## config.mk

```make
export PLATFORM = sky130hd
export DESIGN_NAME = acc_result_reader_flat
export DESIGN_NICKNAME = d
export VERILOG_FILES = /design/src/rtl/acc_result_reader_if.sv /design/src/rtl/acc_result_reader.sv /design/src/flat_wrapper.sv
export SDC_FILE = /design/constraint.sdc
export NUM_CORES = 1
export LEC_CHECK = 0
export CELL_PAD_IN_SITES_DETAIL_PLACEMENT = 1
export CELL_PAD_IN_SITES_GLOBAL_PLACEMENT = 2
export CORE_UTILIZATION = 41
export CTS_CLUSTER_DIAMETER = 120
export DETAILED_ROUTE_END_ITERATION = 10
export GPL_TIMING_DRIVEN = 1
export PLACE_DENSITY_LB_ADDON = 0.1
export SLEW_MARGIN = 20
export SYNTH_ARGS = -nofsm -noshare
export SYNTH_HDL_FRONTEND = slang
export SYNTH_SLANG_ARGS = --single-unit
export TNS_END_PERCENT = 20
```

## constraint.sdc

```tcl
create_clock -name clk -period 5.8 [get_ports clk]
set_input_delay 0.58 -clock clk [delete_from_list [all_inputs] [get_ports clk]]
set_output_delay 0.58 -clock clk [all_outputs]
set_load 0.05 [all_outputs]
```

## src/rtl/acc_result_reader_if.sv

```systemverilog
// Bundles the result-memory read port and the output word stream of
// acc_result_reader. The master side is the reader itself, the slave side
// is the memory plus the egress consumer.
//
// Handshake: a word moves on a cycle where m_valid and m_ready are both 1
// at the rising clock edge. Once m_valid is raised it stays high, and
// m_data / m_last_col / m_last_frame stay unchanged, until that transfer
// happens. m_ready may change freely and never depends combinationally on
// m_valid. The read side has no handshake: data_i must be valid RD_LAT
// cycles after the cycle where ren was 1.
interface acc_result_reader_if #(
  parameter int DW = 64,
  parameter int AW = 16
) ();
  logic          ren;
  logic [AW-1:0] rd_ptr;
  logic [DW-1:0] data_i;
  logic          m_valid;
  logic          m_ready;
  logic [DW-1:0] m_data;
  logic          m_last_col;
  logic          m_last_frame;

  modport master (
    output ren, rd_ptr, m_valid, m_data, m_last_col, m_last_frame,
    input  data_i, m_ready
  );

  modport slave (
    input  ren, rd_ptr, m_valid, m_data, m_last_col, m_last_frame,
    output data_i, m_ready
  );
endinterface

```

## src/rtl/acc_result_reader.sv

```systemverilog
// Drains the accelerator result memory one frame at a time. Reads are
// issued only against write credit (4 words per 256-bit line written) and
// only when the skid FIFO can absorb every read already in flight. Words
// leave on a valid/ready stream tagged with column and frame boundaries.
module acc_result_reader #(
  parameter int DW         = 64,
  parameter int AW         = 16,
  parameter int RD_LAT     = 1,
  parameter int FIFO_DEPTH = 4,
  parameter int WPC        = 28,
  parameter int COLS       = 56,
  parameter int CHNLS      = 64
) (
  input  logic                 clk,
  input  logic                 rst_n,
  input  logic                 start,
  input  logic                 wr_line,
  acc_result_reader_if.master  bus,
  output logic                 busy,
  output logic                 done,
  output logic                 err_ovf,
  output logic [1:0]           dbg_state
);

  localparam int TOTAL = WPC * COLS * CHNLS;
  localparam int NCOL  = COLS * CHNLS;
  localparam int TW    = $clog2(TOTAL + 1);
  localparam int WW    = (WPC > 1) ? $clog2(WPC) : 1;
  localparam int CW    = (NCOL > 1) ? $clog2(NCOL) : 1;
  localparam int FAW   = $clog2(FIFO_DEPTH);
  localparam int PW    = $clog2(FIFO_DEPTH + RD_LAT + 1);

  localparam logic [AW+1:0] AVAIL_MAX = {2'b01, {AW{1'b0}}};

  typedef enum logic [1:0] {
    S_IDLE  = 2'd0,
    S_RUN   = 2'd1,
    S_DRAIN = 2'd2,
    S_DONE  = 2'd3
  } state_t;

  state_t          state;
  logic [AW:0]     avail;
  logic [AW+1:0]   avail_sum;
  logic [TW-1:0]   issued;
  logic [AW-1:0]   rd_ptr_q;
  logic [RD_LAT-1:0] pipe;
  logic [PW-1:0]   inflight;
  logic [DW-1:0]   mem [FIFO_DEPTH];
  logic [FAW-1:0]  wp;
  logic [FAW-1:0]  rp;
  logic [PW-1:0]   occ;
  logic [WW-1:0]   word_cnt;
  logic [CW-1:0]   col_cnt;
  logic            ren_int;
  logic            push;
  logic            pop;
  logic            start_run;
  logic            last_col;
  logic            last_frame;

  assign start_run = (state == S_IDLE) && start;
  assign push      = pipe[RD_LAT-1];
  assign pop       = bus.m_valid && bus.m_ready;

  // Reads already issued but not yet landed in the FIFO.
  always_comb begin
    inflight = '0;
    for (int i = 0; i < RD_LAT; i++) begin
      inflight = inflight + PW'(pipe[i]);
    end
  end

  // A read goes out only with credit, frame words left and guaranteed FIFO room.
  assign ren_int = (state == S_RUN) && (avail != '0) && (issued < TW'(TOTAL)) &&
                   ((occ + inflight) < PW'(FIFO_DEPTH));

  // Next credit value; a line and a read in the same cycle net +3.
  assign avail_sum = {1'b0, avail} + {{(AW-1){1'b0}}, wr_line, 2'b00}
                   - {{(AW+1){1'b0}}, ren_int};

  assign last_col   = bus.m_valid && (word_cnt == WW'(WPC - 1));
  assign last_frame = last_col && (col_cnt == CW'(NCOL - 1));

  assign bus.ren          = ren_int;
  assign bus.rd_ptr       = rd_ptr_q;
  assign bus.m_valid      = (occ != '0);
  assign bus.m_data       = mem[rp];
  assign bus.m_last_col   = last_col;
  assign bus.m_last_frame = last_frame;
  assign dbg_state        = state;

  // Credit counter runs in every state; saturates and latches the error on overflow.
  always_ff @(posedge clk or negedge rst_n) begin
    if (!rst_n) begin
      avail   <= '0;
      err_ovf <= 1'b0;
    end else if (avail_sum > AVAIL_MAX) begin
      avail   <= AVAIL_MAX[AW:0];
      err_ovf <= 1'b1;
    end else begin
      avail   <= avail_sum[AW:0];
    end
  end

  // Valid-bit delay line matching the memory read latency.
  always_ff @(posedge clk or negedge rst_n) begin
    if (!rst_n) begin
      pipe <= '0;
    end else begin
      pipe[0] <= ren_int;
      for (int i = 1; i < RD_LAT; i++) begin
        pipe[i] <= pipe[i-1];
      end
    end
  end

  // Skid FIFO: returning read data in, stream words out; no bypass path.
  always_ff @(posedge clk or negedge rst_n) begin
    if (!rst_n) begin
      for (int i = 0; i < FIFO_DEPTH; i++) begin
        mem[i] <= '0;
      end
      wp  <= '0;
      rp  <= '0;
      occ <= '0;
    end else begin
      if (push) begin
        mem[wp] <= bus.data_i;
        wp      <= wp + FAW'(1);
      end
      if (pop) begin
        rp <= rp + FAW'(1);
      end
      case ({push, pop})
        2'b10:   occ <= occ + PW'(1);
        2'b01:   occ <= occ - PW'(1);
        default: occ <= occ;
      endcase
    end
  end

  // Word-in-column and column position of the word at the FIFO head.
  always_ff @(posedge clk or negedge rst_n) begin
    if (!rst_n) begin
      word_cnt <= '0;
      col_cnt  <= '0;
    end else if (start_run) begin
      word_cnt <= '0;
      col_cnt  <= '0;
    end else if (pop) begin
      if (word_cnt == WW'(WPC - 1)) begin
        word_cnt <= '0;
        col_cnt  <= (col_cnt == CW'(NCOL - 1)) ? '0 : col_cnt + CW'(1);
      end else begin
        word_cnt <= word_cnt + WW'(1);
      end
    end
  end

  // Frame sequencing, read address/issue count and the registered busy/done flags.
  always_ff @(posedge clk or negedge rst_n) begin
    if (!rst_n) begin
      state    <= S_IDLE;
      busy     <= 1'b0;
      done     <= 1'b0;
      issued   <= '0;
      rd_ptr_q <= '0;
    end else begin
      done <= 1'b0;
      if (ren_int) begin
        rd_ptr_q <= rd_ptr_q + AW'(1);
        issued   <= issued + TW'(1);
      end
      case (state)
        S_IDLE: begin
          if (start) begin
            state  <= S_RUN;
            busy   <= 1'b1;
            issued <= '0;
          end
        end
        S_RUN: begin
          if (issued == TW'(TOTAL)) begin
            state <= S_DRAIN;
          end
        end
        S_DRAIN: begin
          if (pop && last_frame) begin
            state <= S_DONE;
            busy  <= 1'b0;
            done  <= 1'b1;
          end
        end
        S_DONE: begin
          state <= S_IDLE;
        end
        default: state <= S_IDLE;
      endcase
    end
  end

endmodule

```

## src/flat_wrapper.sv

```systemverilog
// flat-port wrapper written by rule: the top's interface ports become plain ports
module acc_result_reader_flat 
#(
  parameter int DW         = 64,
  parameter int AW         = 16,
  parameter int RD_LAT     = 1,
  parameter int FIFO_DEPTH = 4,
  parameter int WPC        = 28,
  parameter int COLS       = 56,
  parameter int CHNLS      = 64
)
  (clk, rst_n, start, wr_line, busy, done, err_ovf, dbg_state, bus_ren, bus_rd_ptr, bus_m_valid, bus_m_data, bus_m_last_col, bus_m_last_frame, bus_data_i, bus_m_ready);
  acc_result_reader_if #(.DW(DW), .AW(AW)) bus_i ();
  input  logic clk;
  input  logic rst_n;
  input  logic start;
  input  logic wr_line;
  output logic busy;
  output logic done;
  output logic err_ovf;
  output logic [1:0] dbg_state;
  output wire logic [$bits(bus_i.ren)-1:0] bus_ren;
  output wire logic [$bits(bus_i.rd_ptr)-1:0] bus_rd_ptr;
  output wire logic [$bits(bus_i.m_valid)-1:0] bus_m_valid;
  output wire logic [$bits(bus_i.m_data)-1:0] bus_m_data;
  output wire logic [$bits(bus_i.m_last_col)-1:0] bus_m_last_col;
  output wire logic [$bits(bus_i.m_last_frame)-1:0] bus_m_last_frame;
  input wire logic [$bits(bus_i.data_i)-1:0] bus_data_i;
  input wire logic [$bits(bus_i.m_ready)-1:0] bus_m_ready;
  assign bus_ren = bus_i.ren;
  assign bus_rd_ptr = bus_i.rd_ptr;
  assign bus_m_valid = bus_i.m_valid;
  assign bus_m_data = bus_i.m_data;
  assign bus_m_last_col = bus_i.m_last_col;
  assign bus_m_last_frame = bus_i.m_last_frame;
  assign bus_i.data_i = bus_data_i;
  assign bus_i.m_ready = bus_m_ready;
  acc_result_reader #(.DW(DW), .AW(AW), .RD_LAT(RD_LAT), .FIFO_DEPTH(FIFO_DEPTH), .WPC(WPC), .COLS(COLS), .CHNLS(CHNLS)) u_core (.clk(clk), .rst_n(rst_n), .start(start), .wr_line(wr_line), .bus(bus_i), .busy(busy), .done(done), .err_ovf(err_ovf), .dbg_state(dbg_state));
endmodule
```

; Word level (Yosys, flattened, before mapping)
; Index checks and enable logic that the tools add are counted.
[totals]
ff_bits = 336
latchBits = 0
ramBits = 0
romBits = 0
inputBits = 69
out_inout_bits = 89
elab_cells = 93
n_memories = 0
[classes]
add_sub_neg = 11
n_mul = 0
n_div = 0
n_lt_le_gt_ge = 6
n_eq_ne = 11
shifts = 0
n_mux = 27
bitwise = 2
n_reduce_logical = 19
[op_table]
columns = operator, count
row1 = 256-bit bitwise mux, 1
row2 = 64-bit 2-to-1 mux, 3
row3 = 64-bit binary-select mux with 2-bit select, 1
row4 = 64-bit demux with 2-bit select, 1
row5 = 17-bit 2-to-1 mux, 4
row6 = 12-bit 2-to-1 mux, 4
row7 = 17-bit by 3-bit adder with 18-bit output, 1
row8 = "18-bit by 17-bit greater-than comparator with 1-bit output, second input constant", 1
row9 = 18-bit by 1-bit subtractor with 18-bit output, 1
row10 = "17-bit by 1-bit adder with 17-bit output, second input constant", 1
row11 = "17-bit == test, second input constant", 1
row12 = "17-bit less-than comparator, second input constant", 1
row13 = 17-bit nonzero test, 1
row14 = "16-bit by 1-bit adder with 16-bit output, second input constant", 1
row15 = 5-bit 2-to-1 mux, 3
row16 = "12-bit by 1-bit adder with 12-bit output, second input constant", 1
row17 = "12-bit == test, second input constant", 1
row18 = 1-bit logical AND, 9
row19 = 2-bit case mux with 4 select lines, 1
row20 = 2-bit nonzero test, 4
row21 = "2-bit == test, second input constant", 3
row22 = "3-bit >= comparator, second input constant", 2
row23 = 2-bit 2-to-1 mux, 3
row24 = 2-bit NOT with 3-bit output, 2
row25 = other kinds (18), 25

; Longest topological paths before layout
[logic_depth]
depth_word = 7
ltp_mapped = 18
depth_no_buf = 17

; Least setup slack after synthesis
; Ideal clock, no wire load.
[synth_timing]
path_kind = flip-flop to flip-flop
from = register u_core.state[1], in the netlist u_core.dbg_state[1]
to = register u_core.avail[6]
setup_ps = 67
arrival_ps = 4930
required_time_ps = 5733
slack_ps = 803
stages_incl_launch_ff = 18
n_path_buf = 1
period_less_slack_ps = 4997
path_cell_list = dfrtp_1 -> inv_1 -> ha_1 -> o41ai_1 -> a311oi_2 -> clkbuf_1 -> ha_1 -> inv_1 -> ha_1 -> fa_1 -> a211o_1 -> a31o_1 -> o211ai_1 -> a21boi_0 -> or4b_1 -> nand4bb_1 -> o31ai_2 -> and3_1
[synth_between]
elab_chain_len = 7
[synth_rtl]
columns = item, line
row1 = start: declaration, acc_result_reader.sv:42  ; state_t state;
row2 = start signal: assignment, acc_result_reader.sv:164  ; state <= S_IDLE;
row3 = start signal: assignment, acc_result_reader.sv:178  ; state <= S_RUN;
row4 = start signal: assignment, acc_result_reader.sv:185  ; state <= S_DRAIN;
row5 = 2-bit by 1-bit == test with 1-bit output (*), acc_result_reader.sv:75  ; assign ren_int = (state == S_RUN) && (avail != '0) && (issued < TW'(TOTAL)) &&
row6 = 1-bit logical AND (*) (3 in a row), acc_result_reader.sv:75
row7 = via bus_ren, flat_wrapper.sv:22  ; output wire logic [$bits(bus_i.ren)-1:0] bus_ren;
row8 = 18-bit by 1-bit subtractor with 18-bit output (*), acc_result_reader.sv:80  ; - {{(AW+1){1'b0}}, ren_int};
row9 = 18-bit by 17-bit greater-than comparator with 1-bit output, acc_result_reader.sv:98  ; end else if (avail_sum > AVAIL_MAX) begin
row10 = 17-bit 2-to-1 mux (*), acc_result_reader.sv:98
row11 = end signal: assignment, acc_result_reader.sv:99  ; avail <= AVAIL_MAX[AW:0];
row12 = end signal: assignment, acc_result_reader.sv:102  ; avail <= avail_sum[AW:0];
row13 = end: declaration, acc_result_reader.sv:43  ; logic [AW:0] avail;
; The timed path passes the listed nets; every way through them passes the cells marked *.
; A chain may end at the register's enable or synchronous reset.

; Worst setup path after layout
[layout_timing]
from = register u_core.issued[13]
to = register u_core.avail[6]
[layout_between]
elab_chain_len = 6
[layout_rtl]
columns = item, line
row1 = start: declaration, acc_result_reader.sv:45  ; logic [TW-1:0] issued;
row2 = start signal: assignment, acc_result_reader.sv:173  ; issued <= issued + TW'(1);
row3 = 17-bit less-than comparator (*), acc_result_reader.sv:75
row4 = 1-bit logical AND (*) (2 in a row), acc_result_reader.sv:75
row5 = 18-bit by 1-bit subtractor with 18-bit output (*), acc_result_reader.sv:80
row6 = 18-bit by 17-bit greater-than comparator with 1-bit output, acc_result_reader.sv:98
row7 = 17-bit 2-to-1 mux (*), acc_result_reader.sv:98
; Mark *: on every way between the ends. The rest lies on a longest branch, timed or not.

==> impl_metrics.py <==
metrics = {
    "timing": {
        "setup-violations-final": 0,
        "tightestPinTransition_ns": 1.05,
        "relSlewSlack": 0.300,
        "maxSlewViolCount": 0,
        "min_period_ns": 4.61,
        "holdWs_ns": 0.0714,
        "rsz0062_at_grt": "no",
        "period_share": 0.796,
        "hold_viol": 0,
        "tns_ns": 0,
        "clock_skew_ns": 0.0148,
        "max_freq_mhz": 217,
    },
    "clocking": {
        "clock_sinks": 336,
        "numCtsBuffers": 38,
        "ctsHoldBuffers": 0,
        "post-cts-setup-buffers": 0,
        "cts_buffer_depth": 3,
        "clk_latency_ns": 0.54,
        "root_buffer": "clkbuf_16",
        "cts.repair.resized": 0,
        "htreeDepth": 2,
        "cts_tree": "built",
        "clk_pin_slew_ns": 0.06,
    },
    "floorplan": {
        "core-area_sq_um": 37600,
        "die_h_um": 197,
        "dieWidth_um": 197,
        "io_pins": 158,
        "start_util": 0.417,
        "die_area_sq_um": 39000,
        "row_count": 71,
    },
    "final_layout": {
        "antenna_cells": 0,
        "area_delta_synth_final_pct": 21.9,
        "final_util": 0.508,
        "regArea_sq_um": 8420,
        "multi_input_area_sq_um": 6940,
        "finalInstanceArea_sq_um": 19100,
        "n_fill_cell": 3770,
        "fin_nets": 1392,
        "drive_above_1_share": 0.311,
    },
    "global_routing": {
        "grt_pass1_wl_um": 60500,
        "gr-usage-all-layers": 0.200,
        "grt_overflow": 0,
        "grt_start_max_net_pins": 161,
        "antenna_found_initial": 1,
        "grt_pass1_vias": 10700,
    },
    "placed_design": {
        "hpwl_um": 23400,
        "placed_cell_area_sq_um": 17800,
        "portBuffers": 157,
        "place.gp.congestion": 0.782,
    },
    "flow_run": {
        "drv_cap": 0,
    },
    "pwr": {
        "power.leakage_nw": 8.08,
        "powerDensity_nw_per_um2": 691,
        "finalPower_mw": 13.2,
        "vdd_drop_max_v": 0.000269,
    },
    "critical_path": {
        "start_kind": "register",
        "r2r_end": "u_core.avail[6]",
        "regToRegSetupSlack_ns": 1.19,
        "reg2regPathDepth": 14,
        "cp.required_ns": 6.27,
        "worst-path-max-fanout": 5,
        "crit_path_end_kind": "register",
        "worstSetupPathType": "register to register",
        "rr_startpoint": "u_core.issued[13]",
        "worstPathArrival_ns": 5.09,
        "setup.worst_path.end": "u_core.avail[6]",
        "startpoint": "u_core.issued[13]",
    },
    "yosys": {
        "syn_inst": 1121,
        "synth_top_area_share": 0.537,
        "synth_edf_count": 0,
        "synth_cell_type_count": 66,
        "avgSynthCellArea_sq_um": 14.0,
        "async_flop_share": 1.00,
        "yosysMostFrequentCell": "dfrtp_1",
        "ys_top_cells_by_area": "dfrtp_1 (54%), mux2_2 (18%), mux4_2 (9.2%), ha_1 (3.0%), nor2_1 (1.4%)",
        "synth.ff_latch_count": 336,
        "synthesis.nets": 1230,
        "ys.flop_type": "dfrtp_1",
        "netlist_area_sq_um": 15700,
        "synthTopCellsByCount": "dfrtp_1 (336), mux2_2 (256), mux4_2 (64)",
        "yosys_warnings": 0,
        "yosysSeqAreaShare": 0.537,
        "synth_top_cell_by_area": "dfrtp_1",
    },
    "route": {
        "drt_iter0_markers": 378,
        "drc": 0,
        "viasPerCell": 5.34,
        "vias": 9708,
        "drt_wl_total_um": 36700,
        "routedWlPerCell_um": 20.2,
        "drt_pass1_iterations": 4,
        "antenna_left": 0,
    },
    "status": {
        "status": "finished, final reports clean",
    },
    "hold_path": {
        "hp-class": "primary input to async pin",
    },
}
## metal layers
layer  share of wire  up-vias  global-route usage
met4           0.018        2              0.0580
met3           0.033       47              0.0340
met2            0.49      144               0.330
li1                -     4402                   -
met5         0.00046        -                   0
met1            0.46     5113               0.269
## layout make-up
type / instances / area share
flip-flops and latches: 336 / 0.441
multi-input cells: 698 / 0.364
repair buffers: 167 / 0.0878
clock buffers: 49 / 0.0562
well taps: 511 / 0.0335
clock inverters: 15 / 0.00937
inverters: 42 / 0.00826
## cell usage in the layout, fill, tap and decap left out, types with 12 or more instances in the layout
cell	netlist	routed
dfrtp_1	336	334
mux2_2	256	256
clkdlybuf4s50_1	0	156
mux4_2	64	64
nor2_1	59	59
inv_1	41	41
clkbuf_16	0	39
ha_1	38	38
nand2_1	41	37
xnor2_1	24	24
xor2_1	24	24
nand3_1	21	21
o21ai_0	19	19
a21oi_1	18	18
and3_1	15	15
nand4_1	12	12
## report_power, final
group          internal, mW  switching [mW]
Combinational          2.97            3.69
Clock                  1.48           0.958
Sequential             3.41           0.682
## critical path, cell delays in order (launching register included)
cell       delay (ns)
dfrtp_1          0.42
or4_1            0.56
a311oi_2         0.33
ha_1             0.20
inv_1            0.04
ha_1             0.22
fa_1             0.41
a211o_1          0.32
a31o_1           0.28
o211ai_1         0.33
a21boi_0         0.16
or4b_1           0.47
nand4bb_1        0.22
o31ai_2          0.40
and3_1           0.21
## through the flow
stage	setup WS, ns	cells
2_1_floorplan	0.803	1121
3_3_place_gp	1.31	1754
3_5_place_dp	1.23	1754
4_1_cts	1.20	1818
5_1_grt	0.934	1818
6_report	1.19	1818
## logic make-up (layout without fill, tap and decap cells)
logic type,after synthesis,after routing,synth area share
DFF,336,336,0.537
and+or+nand+nor,207,207,0.0675
adders and majority gates,40,40,0.0329
AOI/OAI and AO/OA,78,78,0.0348
xor gates and xnor gates,48,48,0.0269
muxes,325,325,0.280
buffers and inverters,87,273,0.0211
## sequential cells by signal, summed over array words and instances, names as in the netlist, 2 cells and up
| name | flops |
|---|---|
| u_core.mem | 256 |
| u_core.avail | 17 |
| u_core.issued | 17 |
| u_core.bus.rd_ptr | 16 |
| u_core.col_cnt | 12 |
| u_core.word_cnt | 5 |
| u_core.occ | 3 |
| u_core.dbg_state | 2 |
| u_core.rp | 2 |
| u_core.wp | 2 |
## how the worst min path moves through the flow
stage | from | endpoint | slack [ns]
4_1_cts | rst_n | u_core.mem[123] | 0.13
5_1_grt | rst_n | u_core.mem[123] | 0.14
3_5_place_dp | u_core.bus.rd_ptr[15] | u_core.bus.rd_ptr[15] | 0.48
6_report | rst_n | u_core.mem[123] | 0.07
2_1_floorplan | rst_n | u_core.avail[0] | 0.28
3_3_place_gp | u_core.bus.rd_ptr[15] | u_core.bus.rd_ptr[15] | 0.47
Power figures use the tool's default switching activity.
==> variant 1, RTL diff (config.mk and constraints unchanged) <==
One comparison of `col_cnt` changes from == to >=.
--- a/src/rtl/acc_result_reader.sv
+++ b/src/rtl/acc_result_reader.sv
@@ -82,3 +82,3 @@
   assign last_col   = bus.m_valid && (word_cnt == WW'(WPC - 1));
-  assign last_frame = last_col && (col_cnt == CW'(NCOL - 1));
+  assign last_frame = last_col && (col_cnt >= CW'(NCOL - 1));
 
Behaviour: no difference found for any inputs over 4 cycles, from zero or initial values and one cycle with rst_n low; that may be too few to reach the edited logic, so the function may still have changed.
==> variant 1 against the unedited design <==
Worst setup slack improved by 0.15 ns; area after synthesis is 0.16% higher; power decreased by 33%; via count down 1.3%; global-route usage shrank 0.76 points; cell count about the same; final area is 0.58% higher; wire length decreased by 2.5%; maximum frequency is 3.3% higher; sequential power is 31% lower; sequential cell count did not move; count of clock-buffer cells in the layout grew 15.
==> variant 1: results (changes against the unedited design) <==
* Layout Nets at 1383 (was 1392)
* Vias in the first global route at 10.5k (was 10.7k)
* Share of post-route cells with drive strength above 1 at 0.325 (was 0.311)
* Adder-cell area share of the yosys netlist at 0.0329 (about the same)
* Share of the synthesized netlist area taken by xor and xnor gates at 0.0307 (was 0.0269)
* Number of cells after detailed placement at 1743 (was 1754)
* Gp weighted congestion at 0.768 (was 0.782)
* Number of antenna violations at the first check in global routing at 2 (was 1)
* Inserted Clock Buffers at 40 (was 38)
* VDD IR max at 0.220 mV (was 0.269 mV)
* Final Routed Wirelength at 35800 µm (was 36700 µm)
* Met1 layer usage reported by global route at 0.261 (was 0.269)
* Yosys top cell area share at 0.536 (was 0.537)
* Combined global-route utilization of all metal layers at 0.192 (was 0.200)
* Number of DRC markers after the initial detailed-route iteration at 255 (was 378)
* Placed wire-length estimate after detailed placement at 22400 µm (was 23400 µm)
* Synth cell types at 63 (was 66)
* Total sequential power at 2.81 mW (was 4.09 mW)
* Via-to-Cell Ratio at 5.27 (was 5.34)
* Top cells by area in the synthesized netlist: dfrtp_1 54%, mux2_2 18%, mux4_2 9.2% (unchanged)
* Global-route track usage on met2 at 0.312 (was 0.330)
* M3 GR Usage at 0.0405 (was 0.0340)
* Finished Layout Cells at 1817 (was 1818)
* Static Leak at 8.04 nW (was 8.08 nW)
* Sequential area share after synthesis at 0.536 (was 0.537)
* Final worst clock skew at 0.0168 ns (was 0.0148 ns)
* Run status: finished, final reports clean (unchanged)
* Pin count of the biggest net entering global routing at 124 (was 161)
* Max-slew headroom at 0.266 (was 0.300)
* Total power after layout at 8.82 mW (was 13.2 mW)
* Amount of wire on met3 after detailed routing at 1270 µm (was 1230 µm)
-- variant 1: cell types whose count changed after synthesis, sizes merged, moves of 4 or more --
cell / unedited run / this run
buf: 9 / 13
nor2: 60 / 53
nand3b: 4 / 0
o21ai: 21 / 14
and3: 15 / 11
inv: 42 / 46
nor2b: 7 / 15
and2b: 4 / 0
xnor2: 24 / 29
o31ai: 3 / 9
-- variant 1: through the flow --
step | hold slack [ns] | util | area, µm² | setup slack [ns]
6_report | 0.0754 | 0.510 | 19200 | 1.33
5_1_grt | 0.154 | 0.510 | 19200 | 1.05
4_1_cts | 0.131 | 0.510 | 19200 | 1.28
3_5_place_dp | 0.464 | 0.473 | 17800 | 1.34
3_3_place_gp | 0.463 | 0.473 | 17800 | 1.40
2_1_floorplan | 0.284 | - | 15700 | 1.64
-- variant 1: worst min-delay path by stage --
stage                                           start                                end  slack [ns]  depth (start not counted)
floorplan                                       rst_n          u_core.avail[0]$_DFF_PN0_        0.28                          0
global placement    u_core.bus.rd_ptr[15]$_DFFE_PN0N_  u_core.bus.rd_ptr[15]$_DFFE_PN0N_        0.46                          1
detailed placement         u_core.err_ovf$_DFFE_PN0N_         u_core.err_ovf$_DFFE_PN0N_        0.46                          2
CTS                                             rst_n        u_core.mem[203]$_DFFE_PN0P_        0.13                          1
global route                                    rst_n        u_core.mem[203]$_DFFE_PN0P_        0.15                          1
finish                                          rst_n        u_core.mem[203]$_DFFE_PN0P_        0.08                          1
-- variant 1: area by class of cell --
class	instances	area [µm²]
fill	3738	18500
sequential	336	8420
multi-input combinational	683	6930
timing repair buffer	167	1680
clock buffer	64	1270
tap	511	639
inverter	46	173
clock inverter	10	92.6
==> variant 2, RTL diff (config.mk and constraints unchanged) <==
Without the edit above. `RD_LAT` is set to 1 in 2 places; all go to 2.
--- a/src/rtl/acc_result_reader.sv
+++ b/src/rtl/acc_result_reader.sv
@@ -7,3 +7,3 @@
   parameter int AW         = 16,
-  parameter int RD_LAT     = 1,
+  parameter int RD_LAT     = 2,
   parameter int FIFO_DEPTH = 4,
--- a/src/flat_wrapper.sv
+++ b/src/flat_wrapper.sv
@@ -5,3 +5,3 @@
   parameter int AW         = 16,
-  parameter int RD_LAT     = 1,
+  parameter int RD_LAT     = 2,
   parameter int FIFO_DEPTH = 4,
Behaviour: not the same (a bounded check fails within 4 cycles, from zero or initial values and one cycle with rst_n low).
==> variant 2 against the unedited design <==
Clock power is essentially flat; count of clock-buffer cells in the layout grew 11; final area grew 1.0%; clock skew grew 0.00088 ns; critical path depth grew 4; non-clock buffer count grew 2; sequential cell count grew 1; combinational power shrank 47%; wire length shrank 0.66%; power shrank 34%; synthesized cell count is essentially flat; worst setup slack lost 0.072 ns; area after synthesis grew 1.1%; largest cell class unchanged.
==> variant 2: results (changes against the unedited design) <==
* Run status: finished, final reports clean (unchanged)
* Layout Nets at 1396 (was 1392)
* Synthesized net count at 1231 (was 1230)
* Share of the synthesized netlist area taken by xor and xnor gates at 0.0292 (was 0.0269)
* First-pass GRT wire length at 59000 µm (was 60500 µm)
* Combined global-route utilization of all metal layers at 0.194 (was 0.200)
* Gp weighted congestion at 0.786 (was 0.782)
* Vias post-DR at 9538 (was 9708)
* CP delay by family, top: adder cells (was compound AO/OA/AOI/OAI gates)
* Synth Area in Compound Gates at 0.0366 (was 0.0348)
* Sw Pwr at 3.32 mW (was 5.33 mW)
* Sequential area share after synthesis at 0.533 (was 0.537)
* Post-synthesis to final-layout area growth at 21.8% (was 21.9%)
* Inserted Clock Buffers at 39 (was 38)
* Adder-cell area share of the yosys netlist at 0.0341 (was 0.0329)
* Placed wire-length estimate after detailed placement at 23000 µm (was 23400 µm)
* Maximum fanout along the worst path at 12 (was 5)
* Slowest stage cell, crit path: dfrtp_1 (was or4_1)
* Static Leak at 8.02 nW (was 8.08 nW)
* Share of total power in combinational logic at 0.402 (was 0.505)
* Number of DRC markers after the initial detailed-route iteration at 285 (was 378)
* Max-slew headroom at 0.259 (was 0.300)
* Mux cell area share after synthesis at 0.277 (was 0.280)
* Power share of the clock group at 0.278 (was 0.185)
* WP data arrival at 5.11 ns (was 5.09 ns)
* VDD IR max at 0.288 mV (was 0.269 mV)
* Area of placed instances at 18000 µm² (was 17800 µm²)
* Vias in the first global route at 10.7k (about the same)
* Share of post-route cells with drive strength above 1 at 0.326 (was 0.311)
* Share of the core filled with cells in the final layout at 0.510 (was 0.508)
* Final Routed Wirelength at 36500 µm (was 36700 µm)
* Pin count of the biggest net entering global routing at 138 (was 161)
-- variant 2: changes by cell type after synthesis, moves of 4 or more --
cell,delta
nor2_1,-11
a211oi_1,+6
a21oi_1,+4
and2_1,+4
and3_1,-4
-- variant 2: stage by stage --
step / setup WS, ns / hold WS [ns] / cells / power (mW)
2_1_floorplan: 1.70 / 0.284 / 1120 / 5.29
3_3_place_gp: 1.15 / 0.370 / 1755 / 6.37
3_5_place_dp: 1.10 / 0.378 / 1755 / 6.39
4_1_cts: 1.08 / 0.0734 / 1821 / 8.90
5_1_grt: 0.784 / 0.101 / 1823 / 9.21
6_report: 1.11 / 0.0352 / 1824 / 8.76
-- variant 2: metal layers --
layer	vias up	wire length, µm	track usage
met1	4947	16600	0.255
met2	142	17400	0.316
met5	-	0	0
li1	4401	-	-
met3	48	1770	0.0454
met4	0	680	0.0621
-- variant 2: final cells by class --
type	instances	area (µm²)
Clock inverter	6	97.6
Fill cell	3748	18600
Antenna cell	3	7.51
Timing Repair Buffer	169	1680
Clock buffer	60	1170
Sequential cell	337	8440
Tap cell	511	639
Inverter	45	169
Multi-Input combinational cell	693	7090
-- variant 2: final timing paths --
path                            depth (start not counted)  slack [ns]                          end                     start
worst max-delay path                                   18        1.11   u_core.err_ovf$_DFFE_PN0N_  u_core.pipe[1]$_DFF_PN0_
worst min-delay path                                    1        0.04    u_core.avail[9]$_DFF_PN0_                     rst_n
worst max register to register                         18        1.11   u_core.err_ovf$_DFFE_PN0N_  u_core.pipe[1]$_DFF_PN0_
worst min register to register                          0        0.39     u_core.pipe[1]$_DFF_PN0_  u_core.pipe[0]$_DFF_PN0_
max in group asynchronous                               2        4.39  u_core.mem[123]$_DFFE_PN0P_                     rst_n
min in group clk                                        0        0.39     u_core.pipe[1]$_DFF_PN0_  u_core.pipe[0]$_DFF_PN0_
